<file path="config.mk">
export PLATFORM = sky130hd
export DESIGN_NAME = spi_cmd_sequencer_flat
export DESIGN_NICKNAME = d
export VERILOG_FILES = /design/src/rtl/spi_pkg.sv /design/src/rtl/spi_cmd_sequencer_if.sv /design/src/rtl/spi_cmd_fifo.sv /design/src/rtl/spi_cmd_sequencer.sv /design/src/flat_wrapper.sv
export SDC_FILE = /design/constraint.sdc
export NUM_CORES = 1
export LEC_CHECK = 0
export CORE_UTILIZATION = 54
export CTS_CLUSTER_DIAMETER = 40
export DETAILED_ROUTE_END_ITERATION = 8
export PLACE_DENSITY_LB_ADDON = 0.12
export SLEW_MARGIN = 20
export SYNTH_ARGS = -nofsm -noshare
export SYNTH_HDL_FRONTEND = slang
export SYNTH_SLANG_ARGS = --single-unit
</file>
<file path="constraint.sdc">
create_clock -name clk -period 2.6 [get_ports clk]
set_input_delay 0.65 -clock clk [delete_from_list [all_inputs] [get_ports clk]]
set_output_delay 0.65 -clock clk [all_outputs]
set_load 0.005 [all_outputs]
</file>
<file path="src/rtl/spi_pkg.sv">
// Shared types for spi_cmd_sequencer: FSM state encoding, frame width and frame packing.
package spi_pkg;

    typedef enum logic [1:0] {IDLE, ISSUE, DONE} seq_state_e;

    function automatic int frame_w(input int addr_w, input int data_w);
        return 1 + addr_w + data_w;
    endfunction

    // Frame is {we, addr, we ? wdata : 0}; caller truncates to frame_w().
    function automatic logic [63:0] frame_pack(input logic we, input logic [31:0] addr,
                                               input logic [31:0] wdata,
                                               input int addr_w, input int data_w);
        logic [63:0] f;
        f = ({63'd0, we} << (addr_w + data_w)) | ({32'd0, addr} << data_w);
        if (we) f = f | {32'd0, wdata};
        return f;
    endfunction

endpackage

</file>
<file path="src/rtl/spi_cmd_sequencer_if.sv">
// Host command/response and spi_master handshake bundle for spi_cmd_sequencer.
interface spi_cmd_sequencer_if #(
    parameter int DATA_W = 8,
    parameter int ADDR_W = 5
);
    logic                     cmd_valid;
    logic                     cmd_ready;
    logic                     cmd_we;
    logic [ADDR_W-1:0]        cmd_addr;
    logic [DATA_W-1:0]        cmd_wdata;
    logic                     cmd_cs;
    logic                     rsp_valid;
    logic [DATA_W-1:0]        rsp_rdata;
    logic                     rsp_err;
    logic                     tx_valid;
    logic [ADDR_W+DATA_W:0]   tx_data;
    logic                     cs_sel;
    logic                     rx_ready;
    logic [DATA_W-1:0]        rx_data;

    modport slave (
        input  cmd_valid, cmd_we, cmd_addr, cmd_wdata, cmd_cs, rx_ready, rx_data,
        output cmd_ready, rsp_valid, rsp_rdata, rsp_err, tx_valid, tx_data, cs_sel
    );

    modport master (
        output cmd_valid, cmd_we, cmd_addr, cmd_wdata, cmd_cs, rx_ready, rx_data,
        input  cmd_ready, rsp_valid, rsp_rdata, rsp_err, tx_valid, tx_data, cs_sel
    );

endinterface

</file>
<file path="src/rtl/spi_cmd_fifo.sv">
// Synchronous command FIFO; full/empty come from an extra wrap bit on each pointer.
module spi_cmd_fifo #(
    parameter int W     = 15,
    parameter int DEPTH = 4
) (
    input  logic         clk,
    input  logic         rst,
    input  logic         push,
    input  logic [W-1:0] din,
    input  logic         pop,
    output logic [W-1:0] dout,
    output logic         full,
    output logic         empty
);
    localparam int AW = $clog2(DEPTH);
    localparam logic [AW:0] ONE = 1;

    logic [W-1:0] mem_q [DEPTH];
    logic [AW:0]  wr_ptr_q, wr_ptr_d;
    logic [AW:0]  rd_ptr_q, rd_ptr_d;

    always_comb begin
        wr_ptr_d = push ? wr_ptr_q + ONE : wr_ptr_q;
        rd_ptr_d = pop  ? rd_ptr_q + ONE : rd_ptr_q;
    end

    always_ff @(posedge clk or negedge rst) begin
        if (!rst) begin
            wr_ptr_q <= '0;
            rd_ptr_q <= '0;
        end else begin
            wr_ptr_q <= wr_ptr_d;
            rd_ptr_q <= rd_ptr_d;
        end
    end

    always_ff @(posedge clk) begin
        if (push) mem_q[wr_ptr_q[AW-1:0]] <= din;
    end

    assign dout  = mem_q[rd_ptr_q[AW-1:0]];
    assign empty = (wr_ptr_q == rd_ptr_q);
    assign full  = (wr_ptr_q[AW] != rd_ptr_q[AW]) && (wr_ptr_q[AW-1:0] == rd_ptr_q[AW-1:0]);

endmodule

</file>
<file path="src/rtl/spi_cmd_sequencer.sv">
// Queues host RAM commands and feeds them one frame at a time to spi_master.
// Define SPI_SEQ_TIMEOUT_EN to abort an ISSUE that sees no rx_ready within TIMEOUT cycles.
module spi_cmd_sequencer
    import spi_pkg::*;
#(
    parameter int DATA_W  = 8,
    parameter int ADDR_W  = 5,
    parameter int DEPTH   = 4,
    parameter int TIMEOUT = 64
) (
    input  logic                 clk,
    input  logic                 rst,
    spi_cmd_sequencer_if.slave   bus
);
    localparam int FRAME_W = frame_w(ADDR_W, DATA_W);

    typedef struct packed {
        logic              we;
        logic              cs;
        logic [ADDR_W-1:0] addr;
        logic [DATA_W-1:0] wdata;
    } cmd_t;

    cmd_t head, cmd_in;
    logic full, empty, push, pop;

    seq_state_e         state_q, state_d;
    logic               tx_valid_q, tx_valid_d;
    logic [FRAME_W-1:0] tx_data_q, tx_data_d;
    logic               cs_sel_q, cs_sel_d;
    logic               rsp_valid_q, rsp_valid_d;
    logic [DATA_W-1:0]  rsp_rdata_q, rsp_rdata_d;
    logic               rsp_err_q, rsp_err_d;
    logic               timeout_hit;

    assign cmd_in = '{we: bus.cmd_we, cs: bus.cmd_cs, addr: bus.cmd_addr, wdata: bus.cmd_wdata};
    assign push   = bus.cmd_valid & ~full;
    assign pop    = (state_q == IDLE) & ~empty;

    spi_cmd_fifo #(.W($bits(cmd_t)), .DEPTH(DEPTH)) u_fifo (
        .clk   (clk),
        .rst   (rst),
        .push  (push),
        .din   (cmd_in),
        .pop   (pop),
        .dout  (head),
        .full  (full),
        .empty (empty)
    );

`ifdef SPI_SEQ_TIMEOUT_EN
    localparam int CNT_W = $clog2(TIMEOUT + 1);
    logic [CNT_W-1:0] cnt_q, cnt_d;

    always_comb begin
        cnt_d = (state_q == ISSUE) ? cnt_q + CNT_W'(1) : '0;
    end

    always_ff @(posedge clk or negedge rst) begin
        if (!rst) cnt_q <= '0;
        else      cnt_q <= cnt_d;
    end

    assign timeout_hit = (cnt_q == CNT_W'(TIMEOUT - 1));
`else
    logic unused_timeout;
    assign unused_timeout = ^TIMEOUT;
    assign timeout_hit    = 1'b0;
`endif

    always_comb begin
        state_d     = state_q;
        tx_valid_d  = tx_valid_q;
        tx_data_d   = tx_data_q;
        cs_sel_d    = cs_sel_q;
        rsp_valid_d = 1'b0;
        rsp_rdata_d = rsp_rdata_q;
        rsp_err_d   = rsp_err_q;
        case (state_q)
            IDLE: if (!empty) begin
                state_d    = ISSUE;
                tx_valid_d = 1'b1;
                tx_data_d  = FRAME_W'(frame_pack(head.we, 32'(head.addr), 32'(head.wdata),
                                                 ADDR_W, DATA_W));
                cs_sel_d   = head.cs;
            end
            // rx_ready takes priority over a timeout landing in the same cycle.
            ISSUE: if (bus.rx_ready) begin
                state_d     = DONE;
                tx_valid_d  = 1'b0;
                rsp_valid_d = 1'b1;
                rsp_rdata_d = tx_data_q[FRAME_W-1] ? '0 : bus.rx_data;
                rsp_err_d   = 1'b0;
            end else if (timeout_hit) begin
                state_d     = DONE;
                tx_valid_d  = 1'b0;
                rsp_valid_d = 1'b1;
                rsp_rdata_d = '0;
                rsp_err_d   = 1'b1;
            end
            DONE:    state_d = IDLE;
            default: state_d = IDLE;
        endcase
    end

    always_ff @(posedge clk or negedge rst) begin
        if (!rst) begin
            state_q     <= IDLE;
            tx_valid_q  <= 1'b0;
            tx_data_q   <= '0;
            cs_sel_q    <= 1'b1;
            rsp_valid_q <= 1'b0;
            rsp_rdata_q <= '0;
            rsp_err_q   <= 1'b0;
        end else begin
            state_q     <= state_d;
            tx_valid_q  <= tx_valid_d;
            tx_data_q   <= tx_data_d;
            cs_sel_q    <= cs_sel_d;
            rsp_valid_q <= rsp_valid_d;
            rsp_rdata_q <= rsp_rdata_d;
            rsp_err_q   <= rsp_err_d;
        end
    end

    assign bus.cmd_ready = ~full;
    assign bus.tx_valid  = tx_valid_q;
    assign bus.tx_data   = tx_data_q;
    assign bus.cs_sel    = cs_sel_q;
    assign bus.rsp_valid = rsp_valid_q;
    assign bus.rsp_rdata = rsp_rdata_q;
`ifdef SPI_SEQ_TIMEOUT_EN
    assign bus.rsp_err   = rsp_err_q;
`else
    assign bus.rsp_err   = 1'b0;
`endif

endmodule

</file>
<file path="src/flat_wrapper.sv">
// flat-port wrapper written by rule: the top's interface ports become plain ports
module spi_cmd_sequencer_flat import spi_pkg::*;
#(
    parameter int DATA_W  = 8,
    parameter int ADDR_W  = 5,
    parameter int DEPTH   = 4,
    parameter int TIMEOUT = 64
)
  (clk, rst, bus_cmd_valid, bus_cmd_we, bus_cmd_addr, bus_cmd_wdata, bus_cmd_cs, bus_rx_ready, bus_rx_data, bus_cmd_ready, bus_rsp_valid, bus_rsp_rdata, bus_rsp_err, bus_tx_valid, bus_tx_data, bus_cs_sel);
  spi_cmd_sequencer_if #(.DATA_W(DATA_W), .ADDR_W(ADDR_W)) bus_i ();
  input  logic clk;
  input  logic rst;
  input wire logic [$bits(bus_i.cmd_valid)-1:0] bus_cmd_valid;
  input wire logic [$bits(bus_i.cmd_we)-1:0] bus_cmd_we;
  input wire logic [$bits(bus_i.cmd_addr)-1:0] bus_cmd_addr;
  input wire logic [$bits(bus_i.cmd_wdata)-1:0] bus_cmd_wdata;
  input wire logic [$bits(bus_i.cmd_cs)-1:0] bus_cmd_cs;
  input wire logic [$bits(bus_i.rx_ready)-1:0] bus_rx_ready;
  input wire logic [$bits(bus_i.rx_data)-1:0] bus_rx_data;
  output wire logic [$bits(bus_i.cmd_ready)-1:0] bus_cmd_ready;
  output wire logic [$bits(bus_i.rsp_valid)-1:0] bus_rsp_valid;
  output wire logic [$bits(bus_i.rsp_rdata)-1:0] bus_rsp_rdata;
  output wire logic [$bits(bus_i.rsp_err)-1:0] bus_rsp_err;
  output wire logic [$bits(bus_i.tx_valid)-1:0] bus_tx_valid;
  output wire logic [$bits(bus_i.tx_data)-1:0] bus_tx_data;
  output wire logic [$bits(bus_i.cs_sel)-1:0] bus_cs_sel;
  assign bus_i.cmd_valid = bus_cmd_valid;
  assign bus_i.cmd_we = bus_cmd_we;
  assign bus_i.cmd_addr = bus_cmd_addr;
  assign bus_i.cmd_wdata = bus_cmd_wdata;
  assign bus_i.cmd_cs = bus_cmd_cs;
  assign bus_i.rx_ready = bus_rx_ready;
  assign bus_i.rx_data = bus_rx_data;
  assign bus_cmd_ready = bus_i.cmd_ready;
  assign bus_rsp_valid = bus_i.rsp_valid;
  assign bus_rsp_rdata = bus_i.rsp_rdata;
  assign bus_rsp_err = bus_i.rsp_err;
  assign bus_tx_valid = bus_i.tx_valid;
  assign bus_tx_data = bus_i.tx_data;
  assign bus_cs_sel = bus_i.cs_sel;
  spi_cmd_sequencer #(.DATA_W(DATA_W), .ADDR_W(ADDR_W), .DEPTH(DEPTH), .TIMEOUT(TIMEOUT)) u_core (.clk(clk), .rst(rst), .bus(bus_i));
endmodule
</file>
==> flow_metrics.tcl, run 1 <==
set metrics [dict create \
    n_fill_cell 447 \
    synth_compound_area_share_pct 2.74 \
    yosysWarningCount 0 \
    drt_iter0_markers 95 \
    muxShareOfSynthArea_pct 15.1 \
    finClkSkew_ns 0.00870 \
    dr_total_vias 1914 \
    endpoint_kind "output pin" \
    boundaryPins 54 \
    utilization_pct 69.7 \
    cpPeakStageDelay_ns 0.46 \
    power_density_nw_per_um2 1130 \
    grt_pass1_vias 2001 \
    gp_congestion 0.759 \
    synthAdderAreaFrac_pct 1.67 \
    num_rows 29 \
    worst_slack_ns 0.233 \
    netlist_area_um2 3740 \
    nets 303 \
    cts_tree "done" \
    die-height_um 85.2 \
    syn-num-nets 239 \
    grt_usage_pct 17.9 \
    finalSetupViolations 0 \
    final_cells 353 \
    synth_top_flop_cell "edfxtp_1" \
    r2r_slack_ns 0.70 \
    synthToLayoutAreaGrowth_pct 21.7 \
    yosys.area.top_type "edfxtp_1" \
    clk_pin_slew_ns 0.09 \
    max_freq_ghz 0.423 \
    grt_max_degree 34 \
    layout-drive-gt1-share_pct 15.2 \
    dp_cells 337 \
    grt.overflow.total 0 \
    synth-xor-area-share_pct 2.78 \
    grt_pass1_wl_mm 9.57 \
    start_kind "flip-flop" \
    syn_inst 207 \
    wirelength_mm 5.73 \
    cp.required_ns 1.95 \
    drc 0 \
    synth_top_area_share_pct 48.2 \
    cp_slowest_cell "clkdlybuf4s50_1" \
    clk_latency_ns 0.34 \
    ant_nets 0 \
    synth-edff-count 60 \
    status "complete, no violations" \
    p_total_mw 5.12 \
    placed_cell_area_um2 4360 \
    numCtsBuffers 9 \
    rsz0062_at_grt "false" \
    synthSimpleGateAreaFrac_pct 4.18 \
    path_buf_inv 1 \
    die-area_um2 7260 \
    ir_drop_uv 559 \
    synthArstFlopShare_pct 35.5 \
    synth_cell_types 33 \
    crit_fanout 6 \
    max-cap-violations 0 \
    ys_ff_latch 93 \
    fin_setup_tns_ns 0 \
    hpwlAfterDp_mm 3.75 \
    io_buffers 52 \
    dieWidth_um 85.2 \
    synth_top_family_by_area "multiplexers" \
    post-cts-setup-buffers 0 \
    cts_sinks 93 \
    core_area_um2 6530 \
    cp_top_family "buffers and inverters" \
    firstDrtPassIters 4 \
    worst_pin_slew_ns 0.625 \
    cts_resized 0 \
    hold_ws_ns 0.482 \
    clockRootBuffer "clkbuf_8" \
    crit_arrival_ns 1.72 \
    critPathKind "reg2out" \
    finalHoldViolations 0 \
    relSlewSlack_pct 58.4 \
    dp_worst_setup_slack_ns 0.314 \
    yosys-top-cells-area "edfxtp_1, dfrtp_1, mux4_1" \
    hp-class "reg2reg" \
    avgRoutedWirePerCell_um 16.2 \
    avgSynthCellArea_um2 18.1 \
    antenna_cells 0 \
    period_share_pct 91.0 \
    hold_buffers 0 \
    crit_chain "xnor2_2, nand3_1, clkdlybuf4s50_1" \
    htree_levels 3 \
    drt-vias-per-instance 5.42 \
    yosysSeqAreaShare_pct 70.3 \
    initial_core_util_pct 57.3 \
    total_leakage_power_nw 1.74 \
    cts.path.max_buffers 2 \
    fin_area_um2 4550 \
    min_period_ns 2.37 \
    slew_violations 0 \
    antenna_found_initial 0 \
]
==> where the power goes <==
group / switching (mW) / internal [mW]
registers: 0.213 / 2.06
logic: 0.863 / 1.06
clock network: 0.476 / 0.445
==> final timing paths <==
path / startpoint / end / depth (start not counted)
min: u_core.bus.rsp_rdata[3] / u_core.bus.rsp_rdata[3] / 2
max reg2reg: u_core.u_fifo.rd_ptr_q[0] / u_core.bus.tx_data[13] / 3
min in group asynchronous: rst / u_core.bus.rsp_rdata[1] / 2
max in group asynchronous: rst / u_core.bus.cs_sel / 2
min reg2reg: u_core.bus.rsp_rdata[3] / u_core.bus.rsp_rdata[3] / 2
max: u_core.u_fifo.wr_ptr_q[1] / bus_cmd_ready / 3
==> state kept, by name (all words and copies together) (netlist names) <==
register                flops
u_core.u_fifo.mem_q        60
u_core.state_q              2
u_core.bus.rsp_rdata        8
u_core.u_fifo.wr_ptr_q      3
u_core.bus.tx_valid         1
u_core.u_fifo.rd_ptr_q      3
u_core.bus.cs_sel           1
u_core.bus.tx_data         14
u_core.bus.rsp_valid        1
==> worst reg2reg max path: stages, from the launching register on <==
cell and delay, ns:
dfrtp_1 0.45, buf_4 0.34, mux4_2 0.69, mux2_2 0.31
==> logic make-up after synthesis <==
logic type      after synthesis
xor+xnor                      8
buf+inv                      21
other cells                   1
mux                          32
compound gates               15
fa+ha+maj                     5
flops                        93
simple gates                 32
==> cells in the final DEF (no fill, tap or decap), types with 2 or more instances in the layout <==
| cell type | count |
|---|---|
| clkinv_2 | 2 |
| dfrtp_1 | 32 |
| mux2i_1 | 8 |
| mux2_2 | 9 |
| o21ai_0 | 8 |
| buf_4 | 8 |
| clkdlybuf4s50_1 | 52 |
| clkinv_4 | 2 |
| clkbuf_8 | 9 |
| and2_1 | 3 |
| nand2_1 | 17 |
| mux4_2 | 3 |
| xnor2_1 | 2 |
| edfxtp_1 | 60 |
| ha_1 | 5 |
| nand3_1 | 2 |
| nand2b_1 | 8 |
| inv_1 | 14 |
| xor2_1 | 3 |
| mux4_1 | 12 |
==> final cells by class <==
class	count	area, µm²	share of cell area [%]
Multi-Input combinational cell	93	1000	22.0
Tap cell	77	96.3	2.12
Timing Repair Buffer	60	581	12.8
Clock buffer	10	128	2.80
Clock inverter	6	65.1	1.43
Inverter	14	52.6	1.15
Sequential cell	93	2630	57.8
==> per-layer routing <==
metal | up-vias | part of all wire [%] | track usage (%)
met1 | 961 | 42 | 22.2
li1 | 895 | - | -
met2 | 50 | 53 | 30.9
met5 | - | 0 | 0
met4 | 0 | 1.3 | 7.40
met3 | 8 | 4.1 | 3.99
==> cells in the mapped netlist (2+ instances only) <==
| library cell | n |
|---|---|
| mux2_2 | 9 |
| xnor2_1 | 2 |
| mux2i_1 | 8 |
| ha_1 | 5 |
| nand2_1 | 17 |
| mux4_1 | 12 |
| xor2_1 | 3 |
| edfxtp_1 | 60 |
| o21ai_0 | 8 |
| nand3_1 | 2 |
| a31oi_1 | 2 |
| dfrtp_1 | 32 |
| inv_1 | 14 |
| buf_6 | 3 |
| and2_1 | 3 |
| mux4_2 | 3 |
| nand2b_1 | 8 |
Note: power is estimated with default switching activity, not from simulation.
==> run 2, diff against run 1 <==
--- a/config.mk
+++ b/config.mk
@@ -9,6 +9,7 @@
 export CTS_CLUSTER_DIAMETER = 40
 export DETAILED_ROUTE_END_ITERATION = 8
 export PLACE_DENSITY_LB_ADDON = 0.12
+export RECOVER_POWER = 100
 export SLEW_MARGIN = 20
 export SYNTH_ARGS = -nofsm -noshare
 export SYNTH_HDL_FRONTEND = slang
==> run 2 against run 1 <==
Combinational power fell by 6%. Via count fell by 0.10%. Global-route usage unchanged. Flip-flop and latch count is the same. Critical path depth unchanged. Setup slack gained 0.038 ns. Largest cell class unchanged. Largest power group unchanged.
==> flow_metrics.tcl, run 2 (synthesis results as in run 1) <==
set metrics [dict create \
    finalHoldViolations 0 \
    initial_core_util_pct 57.3 \
    clk_pin_slew_ns 0.08 \
    fin_setup_tns_ns 0 \
    max-cap-violations 0 \
    num_rows 29 \
    worst_slack_ns 0.272 \
    finClkSkew_ns 0.0104 \
    holdPathStages 2 \
    clockRootBuffer "clkbuf_8" \
    finalSetupViolations 0 \
    reg2reg_depth 4 \
    worst_pin_slew_ns 1.05 \
    ant_nets 0 \
    grt_usage_pct 17.9 \
    rsz0062_at_grt "false" \
    endpoint_kind "output pin" \
    hold_ws_ns 0.476 \
    boundaryPins 54 \
    status "complete, no violations" \
    relSlewSlack_pct 29.7 \
    dp_worst_setup_slack_ns 0.314 \
    die-height_um 85.2 \
    hp-class "reg2reg" \
    hold_buffers 0 \
    nets 303 \
    power_density_nw_per_um2 1100 \
    total_leakage_power_nw 1.77 \
    fin_area_um2 4520 \
    dr_total_vias 1912 \
    dieWidth_um 85.2 \
    layout-drive-gt1-share_pct 14.5 \
    drt_iter0_markers 90 \
    avgRoutedWirePerCell_um 16.2 \
    layout.cells.most_common "edfxtp_1" \
    placed_cell_area_um2 4360 \
    r2r_slack_ns 0.36 \
    wirelength_mm 5.73 \
    min_period_ns 2.33 \
    crit_arrival_ns 1.68 \
    period_share_pct 89.6 \
    grt_pass1_vias 2001 \
    hpwlAfterDp_mm 3.75 \
    slew_violations 0 \
    grt_pass1_wl_mm 9.57 \
    die-area_um2 7260 \
    firstDrtPassIters 4 \
    grt.overflow.total 0 \
    core_area_um2 6530 \
    grt_max_degree 34 \
    io_buffers 52 \
    cts_sinks 93 \
    post-cts-setup-buffers 0 \
    synthToLayoutAreaGrowth_pct 20.9 \
    cts_resized 0 \
    cp.required_ns 1.95 \
    cts.path.max_buffers 2 \
    drc 0 \
    clk_latency_ns 0.34 \
    start_kind "flip-flop" \
    gp_congestion 0.759 \
    ir_drop_uv 560 \
    cts_tree "done" \
    final_cell_mix "edfxtp_1, dlygate4sd3_1, dfrtp_1" \
    drt-vias-per-instance 5.42 \
    largest_register_ffs 60 \
    numCtsBuffers 9 \
    critPathKind "reg2out" \
    max_freq_ghz 0.429 \
    antenna_cells 0 \
    htree_levels 3 \
    crit_fanout 6 \
    antenna_found_initial 0 \
]
[run 2: power breakdown]
part           total, mW  internal [mW]  switching [mW]  leakage [nW]
Clock              0.925          0.445           0.480        0.0962
Combinational       1.80          0.956           0.844         0.717
Sequential          2.27           2.07           0.206         0.957
Total               5.00           3.47            1.53          1.77
[run 2: path summary, 6_finish.rpt]
kind,from,to
max reg2reg,u_core.u_fifo.wr_ptr_q[0],u_core.bus.tx_data[2]
min reg2reg,u_core.bus.rsp_rdata[3],u_core.bus.rsp_rdata[3]
min,u_core.bus.rsp_rdata[3],u_core.bus.rsp_rdata[3]
max,u_core.u_fifo.wr_ptr_q[1],bus_cmd_ready
max in group asynchronous,rst,u_core.bus.tx_data[10]
min in group asynchronous,rst,u_core.bus.rsp_rdata[1]
[run 2: worst max-delay path, stage by stage (launching register included)]
cell             delay (ns)
dfrtp_1                0.45
xnor2_2                0.32
nand3_1                0.11
clkdlybuf4s50_1        0.45
[run 2: metrics by stage]
stage | util, % | total power, mW | instances
finish | 69.2 | 5.00 | 353
global route | 69.2 | 5.32 | 353
CTS | 69.7 | 5.20 | 353
detailed placement | 66.7 | 4.28 | 337
global placement | 66.7 | 4.22 | 337
floorplan | - | 3.56 | 207
[run 2: cell type report]
cell class / instances / area, µm²
inverters: 14 / 52.6
multi-input cells: 93 / 991
fillers: 456 / 2010
repair buffers: 60 / 561
well taps: 77 / 96.3
flip-flops and latches: 93 / 2630
clock buffers: 10 / 128
clock inverters: 6 / 65.1
[run 2: layer usage]
layer / up-vias / global-route usage, % / wire [µm]
li1: 902 / - / -
met1: 956 / 22.2 / 2540
met2: 46 / 30.9 / 2910
met3: 8 / 3.99 / 214
met4: 0 / 7.40 / 67
met5: - / 0 / 0
==> run 3, diff against run 2 <==
--- a/config.mk
+++ b/config.mk
@@ -8,6 +8,7 @@
 export CORE_UTILIZATION = 54
 export CTS_CLUSTER_DIAMETER = 40
 export DETAILED_ROUTE_END_ITERATION = 8
+export GPL_TIMING_DRIVEN = 0
 export PLACE_DENSITY_LB_ADDON = 0.12
 export RECOVER_POWER = 100
 export SLEW_MARGIN = 20
==> run 3 against run 2 <==
Cell area increased by 0.89%. Power up 3.5%. Via count is 0.16% lower. Core utilization rose by 0.61 points. Highest routed layer unchanged. Clock-buffer cell count shrank 1. Routed wire length up 4.5%. Global-route usage is 0.54 points higher. Die area did not move. First-iteration DRC count rose by 26%.
==> flow_metrics.tcl, run 3 (synthesis results as in run 1) <==
set metrics [dict create \
    grt_max_degree 27 \
    cts_tree "done" \
    final_cell_mix "edfxtp_1, dlygate4sd3_1, dfrtp_1" \
    io_buffers 52 \
    dieWidth_um 85.2 \
    crit_fanout 10 \
    period_share_pct 94.5 \
    fin_area_um2 4560 \
    finClkSkew_ns 0.0110 \
    finalHoldViolations 0 \
    grt_usage_pct 18.5 \
    ff_latch_area_um2 2630 \
    antenna_found_initial 0 \
    slew_violations 0 \
    antenna_cells 0 \
    layout.cells.most_common "edfxtp_1" \
    drt-vias-per-instance 5.39 \
    max_freq_ghz 0.407 \
    clk_latency_ns 0.35 \
    finalSetupViolations 0 \
    reg2reg_depth 5 \
    hold_ws_ns 0.210 \
    grt.overflow.total 0 \
    placed_cell_area_um2 4390 \
    worst_pin_slew_ns 1.40 \
    numCtsBuffers 9 \
    clk_pin_slew_ns 0.09 \
    nets 304 \
    post-cts-setup-buffers 0 \
    wirelength_mm 5.98 \
    grt_pass1_wl_mm 9.80 \
    max-cap-violations 0 \
    num_rows 29 \
    endpoint_kind "flip-flop" \
    cp_top_family "compound AO/OA/AOI/OAI gates" \
    drc 0 \
    initial_core_util_pct 57.3 \
    crit_arrival_ns 2.73 \
    layout-drive-gt1-share_pct 13.0 \
    hpwlAfterDp_mm 3.99 \
    ir_drop_uv 568 \
    firstDrtPassIters 4 \
    n_fill_cell 456 \
    cts_sinks 93 \
    clockRootBuffer "clkbuf_8" \
    die-area_um2 7260 \
    die-height_um 85.2 \
    path_buf_inv 2 \
    drt_iter0_markers 113 \
    cp_slowest_cell "a31oi_1" \
    cts.path.max_buffers 2 \
    multi_input_area_um2 978 \
    core_area_um2 6530 \
    crit_chain "buf_6, xnor2_2, a31oi_1, clkbuf_2, mux2i_1" \
    cpPeakStageDelay_ns 0.89 \
    power_density_nw_per_um2 1130 \
    cts_resized 0 \
    status "complete, no violations" \
    grt_pass1_vias 2002 \
    start_kind "flip-flop" \
    cp.depth 5 \
    largest_register_ffs 60 \
    avgRoutedWirePerCell_um 16.9 \
    total_leakage_power_nw 1.80 \
    relSlewSlack_pct 6.44 \
    rsz0062_at_grt "false" \
    gp_congestion 0.760 \
    synthToLayoutAreaGrowth_pct 22.0 \
    fin_setup_tns_ns 0 \
    hold_buffers 0 \
    htree_levels 3 \
    min_period_ns 2.46 \
    dr_total_vias 1909 \
    cp.required_ns 2.87 \
    boundaryPins 54 \
    hp-class "in2async" \
    ant_nets 0 \
    critPathKind "reg2reg" \
]
[run 3: cell count changes in the layout (fill, tap and decap cells not counted), sizes merged]
cell	delta
clkinvlp	+1
bufinv	+1
clkdlybuf4s50	+2
dlymetal6s2s	+1
buf	+4
clkinv	-3
dlygate4sd3	-3
inv	+2
clkbuf	-4
[run 3: power breakdown]
part           switching (mW)  internal, mW  total, mW
clock                   0.508         0.545       1.05
sequential              0.201          2.06       2.27
combinational           0.866         0.989       1.85
total                    1.58          3.60       5.17
[run 3: per-stage QoR]
stage	cells	utilization (%)	worst slack, ns	total power [mW]
after global placement	336	66.7	-0.456	4.26
after floorplan	207	-	0.510	3.56
after CTS	354	70.6	0.0790	5.40
after detailed placement	338	67.3	-0.0656	4.35
after global routing	354	69.8	0.0352	5.49
final	354	69.8	0.142	5.17
[run 3: worst paths after layout]
path / from / end / slack [ns]
setup / recovery: u_core.u_fifo.rd_ptr_q[1] / u_core.bus.tx_data[5] / 0.14
hold / removal: rst / u_core.bus.rsp_rdata[1] / 0.21
setup reg to reg: u_core.u_fifo.rd_ptr_q[1] / u_core.bus.tx_data[5] / 0.14
hold reg to reg: u_core.bus.rsp_rdata[0] / u_core.bus.rsp_rdata[0] / 0.48
max in group asynchronous: rst / u_core.bus.tx_data[12] / 0.73
min in group clk: u_core.bus.rsp_rdata[0] / u_core.bus.rsp_rdata[0] / 0.48
[run 3: cell type report]
type,count,share of cell area [%]
clock buffer,9,2.72
multi-input combinational,93,21.4
sequential,93,57.6
clock inverter,7,2.11
tap,77,2.11
inverter,14,1.15
buffer,7,1.21
timing repair buffer,54,11.6
[run 3: routing by layer]
layer / wire length [µm] / track usage, %
met4: 136 / 9.24
met5: 0 / 0
met1: 2570 / 23.5
met3: 239 / 3.40
met2: 3040 / 30.8
